**src/rtl/gp_axis_pingpong_interface.sv**
```systemverilog
// AXI-Stream <-> accelerator-wrapper bridge with a ping-pong input buffer.
// Ports: clk/rst; s_* AXIS slave; m_* AXIS master; axisif_* wrapper side;
//        err_last sticky framing error, err_clr synchronous clear.
module gp_axis_pingpong_interface #(
    parameter int DATA_WIDTH    = 32,
    parameter int IN_DATA_NUM   = 8,
    parameter int OUT_DATA_NUM  = 4,
    parameter int IN_ADR_WIDTH  = 3,
    parameter int OUT_ADR_WIDTH = 2
) (
    input  logic                     clk,
    input  logic                     rst,
    input  logic [DATA_WIDTH-1:0]    s_data,
    input  logic                     s_valid,
    input  logic                     s_last,
    output logic                     s_ready,
    output logic [DATA_WIDTH-1:0]    m_data,
    output logic                     m_valid,
    output logic                     m_last,
    input  logic                     m_ready,
    output logic                     axisif_start,
    input  logic                     axisif_done,
    output logic                     axisif_bank,
    input  logic [IN_ADR_WIDTH-1:0]  axisif_bufferIn_adr,
    output logic [DATA_WIDTH-1:0]    axisif_bufferIn_data,
    input  logic [OUT_ADR_WIDTH-1:0] axisif_bufferOut_adr,
    input  logic [DATA_WIDTH-1:0]    axisif_bufferOut_data,
    input  logic                     axisif_bufferOut_wr,
    output logic                     err_last,
    input  logic                     err_clr
);

    localparam logic [1:0] C_IDLE  = 2'd0;
    localparam logic [1:0] C_START = 2'd1;
    localparam logic [1:0] C_WLOW  = 2'd2;
    localparam logic [1:0] C_WHIGH = 2'd3;

    localparam logic [IN_ADR_WIDTH-1:0] IN_LAST =
        IN_ADR_WIDTH'(IN_DATA_NUM - 1);
    localparam logic [OUT_ADR_WIDTH-1:0] OUT_LAST =
        OUT_ADR_WIDTH'(OUT_DATA_NUM - 1);

    logic [DATA_WIDTH-1:0] ibuf [2][IN_DATA_NUM];
    logic [DATA_WIDTH-1:0] obuf [OUT_DATA_NUM];

    logic [1:0]              full;
    logic [1:0]              full_nxt;
    logic                    wr_bank;
    logic                    rd_bank;
    logic [IN_ADR_WIDTH-1:0] in_cnt;

    logic [1:0]               core_st;
    logic                     out_busy;
    logic [OUT_ADR_WIDTH-1:0] ocnt;

    logic s_fire;
    logic in_end;
    logic frame_err;
    logic release_bank;

    // Gated by rst so the slave sees not-ready while reset is held.
    assign s_ready   = !rst && !full[wr_bank];
    assign s_fire    = s_valid && s_ready;
    assign in_end    = s_fire && (in_cnt == IN_LAST);
    assign frame_err = s_fire && (s_last != (in_cnt == IN_LAST));

    // Wrapper has gone busy and come back idle: its bank is consumed.
    assign release_bank = (core_st == C_WHIGH) && axisif_done;

    assign axisif_start = (core_st == C_START);
    assign axisif_bank  = rd_bank;
    assign axisif_bufferIn_data = ibuf[rd_bank][axisif_bufferIn_adr];

    assign m_valid = out_busy;
    assign m_data  = out_busy ? obuf[ocnt] : '0;
    assign m_last  = out_busy && (ocnt == OUT_LAST);

    // Storage carries no reset; contents are only meaningful once filled.
    always_ff @(posedge clk) begin
        if (s_fire) begin
            ibuf[wr_bank][in_cnt] <= s_data;
        end
        if (axisif_bufferOut_wr) begin
            obuf[axisif_bufferOut_adr] <= axisif_bufferOut_data;
        end
    end

    // Release and fill always target different banks, so both apply.
    always_comb begin
        full_nxt = full;
        if (release_bank) begin
            full_nxt[rd_bank] = 1'b0;
        end
        if (in_end) begin
            full_nxt[wr_bank] = 1'b1;
        end
    end

    always_ff @(posedge clk or posedge rst) begin
        if (rst) begin
            full    <= 2'b00;
            wr_bank <= 1'b0;
            in_cnt  <= '0;
        end else begin
            full <= full_nxt;
            if (s_fire) begin
                if (in_cnt == IN_LAST) begin
                    in_cnt  <= '0;
                    wr_bank <= ~wr_bank;
                end else begin
                    in_cnt <= in_cnt + 1'b1;
                end
            end
        end
    end

    // A new framing error takes priority over a clear in the same cycle.
    always_ff @(posedge clk or posedge rst) begin
        if (rst) begin
            err_last <= 1'b0;
        end else if (frame_err) begin
            err_last <= 1'b1;
        end else if (err_clr) begin
            err_last <= 1'b0;
        end
    end

    always_ff @(posedge clk or posedge rst) begin
        if (rst) begin
            core_st <= C_IDLE;
            rd_bank <= 1'b0;
        end else begin
            unique case (core_st)
                C_IDLE: begin
                    // Hold off while results are still streaming out,
                    // otherwise the wrapper would overwrite them.
                    if (full[rd_bank] && !out_busy) begin
                        core_st <= C_START;
                    end
                end
                C_START: begin
                    core_st <= C_WLOW;
                end
                C_WLOW: begin
                    if (!axisif_done) begin
                        core_st <= C_WHIGH;
                    end
                end
                C_WHIGH: begin
                    if (axisif_done) begin
                        core_st <= C_IDLE;
                        rd_bank <= ~rd_bank;
                    end
                end
            endcase
        end
    end

    always_ff @(posedge clk or posedge rst) begin
        if (rst) begin
            out_busy <= 1'b0;
            ocnt     <= '0;
        end else if (!out_busy) begin
            if (release_bank) begin
                out_busy <= 1'b1;
                ocnt     <= '0;
            end
        end else if (m_ready) begin
            if (ocnt == OUT_LAST) begin
                out_busy <= 1'b0;
                ocnt     <= '0;
            end else begin
                ocnt <= ocnt + 1'b1;
            end
        end
    end

endmodule

```
**config.mk**
```make
export PLATFORM = sky130hd
export DESIGN_NAME = gp_axis_pingpong_interface
export DESIGN_NICKNAME = d
export VERILOG_FILES = /design/src/rtl/gp_axis_pingpong_interface.sv
export SDC_FILE = /design/constraint.sdc
export NUM_CORES = 1
export LEC_CHECK = 0
export ABC_AREA = 0
export CAP_MARGIN = 20
export CORE_UTILIZATION = 45
export CTS_CLUSTER_SIZE = 28
export DETAILED_ROUTE_END_ITERATION = 8
export GPL_ROUTABILITY_DRIVEN = 0
export PLACE_DENSITY = 0.65
export SYNTH_ARGS = -nofsm -noshare
export SYNTH_HDL_FRONTEND = slang
export SYNTH_SLANG_ARGS = --single-unit
```
**constraint.sdc**
```tcl
create_clock -name clk -period 4.7 [get_ports clk]
set_input_delay 0.94 -clock clk [delete_from_list [all_inputs] [get_ports clk]]
set_output_delay 0.94 -clock clk [all_outputs]
set_load 0.05 [all_outputs]
```
==> impl_metrics.toml <==
[run_status]
status = "finished clean"

[synth]
synthMostInstantiatedCell = "edfxtp_1"
synth_top_area_share_pct = 77.40
syn_nets = 1168
synth_edf_count = 640
synthTopCellsByArea = "edfxtp_1, mux4_2, a22oi_1, dfrtp_1, and2_1"
async_reset_ff_share_pct = 1.991
ys_warn_count = 0
syn-cell-area_um2 = 24830
ys_top_cells_by_count = "edfxtp_1, mux4_2, a22oi_1"
synth_seq_area_share_pct = 78.71
ys_types = 38
synth_top_flop_cell = "edfxtp_1"
avgSynthCellArea_um2 = 22.90
ys_seq_elements = 653
syn_inst = 1084
yosysTopAreaCell = "edfxtp_1"

[clock_network]
clk_pin_slew_ps = 60
numCtsBuffers = 68
cts_sinks = 653
hold_buffers = 0
clock_path_buffers = 3
cts_setup_buffers = 0
clock_latency_ps = 610
htreeDepth = 3
root_buffer = "clkbuf_16"
cts-resized-gates = 0
cts_tree = "built"

[setup_path]
crit_family = "buffers and inverters"
cp.arrival_ps = 3080
cp-end-kind = "output pin"
crit_required_ps = 3760
path_cells = "buf_4 -> mux4_2 -> and2_1 -> clkdlybuf4s50_1"
critPathMaxFanout = 17
path_buf_inv = 2
reg2regPathDepth = 5
cpPeakStageDelay_ps = 740
path_depth = 4
cp_slowest_cell = "dfrtp_2"
cp-start-kind = "flip-flop"
path_class = "flip-flop to output pin"

[floorplan]
start_util_pct = 45.87
die_h_um = 236.9
die_width_um = 236.9
dieArea_um2 = 56120
ios = 147
core_um2 = 54130
num_rows = 85

[timing]
min_period_over_period_pct = 85.43
fin_hold_ws_ps = 529.6
setup_ws_ps = 684.6
finalClockSkew_ps = 18.33
max_freq_mhz = 249.0
hold_viol_final = 0
slew_headroom_pct = 45.55
grt_setup_unrepaired = "no"
period_minus_slack_ps = 4015
setup_violations = 0
final_max_slew_viol_count = 0
fin_setup_tns_ps = 0
tightest_slew_ps = 814.9

[drt]
via_per_inst = 5.661
drtIter0Drc = 935
antenna_left = 0
num_vias = 11510
drcViolationCount = 0
drt-pass1-iter-count = 7
finalWirelength_mm = 51.04
routedWlPerCell_um = 25.09

[grt]
grt_pass1_vias = 12300
grt-ovfl-total = 0
grt_start_max_net_pins = 47
grt_pass1_wl_mm = 77.39
grt_usage_pct = 18.84
antenna_found_initial = 5

[worst_hold_path]
whs_path_depth = 2
hp-class = "flip-flop to flip-flop"

[pwr]
leakage_nw = 9.452
power_frac_comb_pct = 24.0
ir_worst_vdd_mv = 0.4198
seq_power_share_pct = 43.3
power_density_nw_per_um2 = 546.2
intPower_mw = 11.49
clockPowerShare_pct = 32.7
p_sw_mw = 4.646
sw_frac_of_total_pct = 28.79

[run]
maxCapViolCount = 0

[cells_and_area]
area_growth_syn_to_layout_pct = 18.97
fillers = 4009
drive_gt1_share_pct = 27.28
n_antenna_cell = 0
fin_nets = 1369
seqCellArea_um2 = 19550
multiInputGateArea_um2 = 5094

[place]
port_buffers = 146
hpwl_mm = 28.44
place_ws_ps = 793.7
-- layout make-up --
class	instances	share of cell area [%]
clock buffers	77	5.875
clock inverters	46	1.622
inverters	4	0.05083
multi-input cells	368	17.24
flip-flops and latches	653	66.18
well taps	696	2.948
repair buffers	190	6.082
-- worst register-to-register path, cell delays in order, from the launching register on --
cell and delay (ps):
dfrtp_1 700, mux2_2 450, nor3b_4 380, nand3_1 260, nor2_4 670, buf_4 350
-- through the flow --
step                      instance area (um2)  power [mW]  cells  util, %
after floorplan                         24840       9.860   1084        -
after global placement                  27330       11.03   1911    50.48
after detailed placement                27330       11.06   1911    50.48
after CTS                               29540       16.35   2034    54.57
after global routing                    29540       16.77   2034    54.57
final                                   29540       16.14   2034    54.57
-- routing by layer --
metal  routed length (um)  up-vias  track usage, %
met5                   64        -               0
met4                  822       10           5.333
met3                 3925       67           5.514
met2                25040      354           30.20
met1                21190     6093           25.19
li1                     -     4990               -
-- state kept, by name, summed over array words and instances, names as in the netlist --
| signal | flops |
|---|---|
| m_valid | 1 |
| axisif_bank | 1 |
| ocnt | 2 |
| ibuf | 512 |
| full | 2 |
| err_last | 1 |
| core_st | 2 |
| in_cnt | 3 |
| wr_bank | 1 |
| obuf | 128 |
-- placed cells by master (no fill, tap or decap), types with 2 or more instances in the layout --
cell type,instances
nor4_2,3
buf_12,7
nor2_1,2
inv_6,4
mux2i_1,2
clkinvlp_4,2
inv_1,4
clkinv_8,2
nor3_2,5
o21ai_0,4
clkinv_1,13
mux2_1,4
clkinv_2,14
mux4_2,160
clkbuf_16,68
and2_1,33
nor2b_4,2
nor2_4,7
dfrtp_1,11
a22oi_1,64
buf_4,70
mux2_2,2
clkinv_4,2
edfxtp_1,640
ha_1,7
a21oi_1,3
nand2_1,44
xnor2_1,3
clkbuf_1,9
nand3_1,4
nand2b_1,3
bufinv_16,7
clkdlybuf4s50_1,113
-- final timing paths --
| path | start | endpoint | slack [ps] |
|---|---|---|---|
| max | ocnt[0] | m_data[17] | 680 |
| min | err_last | err_last | 530 |
| max reg2reg | wr_bank | ibuf[0][11] | 1610 |
| min reg2reg | err_last | err_last | 530 |
| max in group asynchronous | rst | axisif_bank | 3460 |
| min in group asynchronous | rst | err_last | 840 |
-- cells by family after synthesis --
kind of cell | share of synthesized area (%)
XOR/XNOR | 0.1058
AND/OR/NAND/NOR | 2.364
multiplexers | 14.87
buffers and inverters | 1.376
AO/OA/AOI/OAI | 2.222
flip-flops | 78.71
adder cells (fa/ha/maj) | 0.3527
-- power by group through the flow --
stage                     Combinational [mW]  Sequential, mW  Clock [mW]
after detailed placement                3.94            7.12           0
after CTS                               3.95            7.00        5.40
final                                   3.87            6.98        5.28
after floorplan                         2.90            6.96           0
after global routing                    4.12            7.03        5.62
after global placement                  3.93            7.10           0
Note: power is estimated with default switching activity, not from simulation.
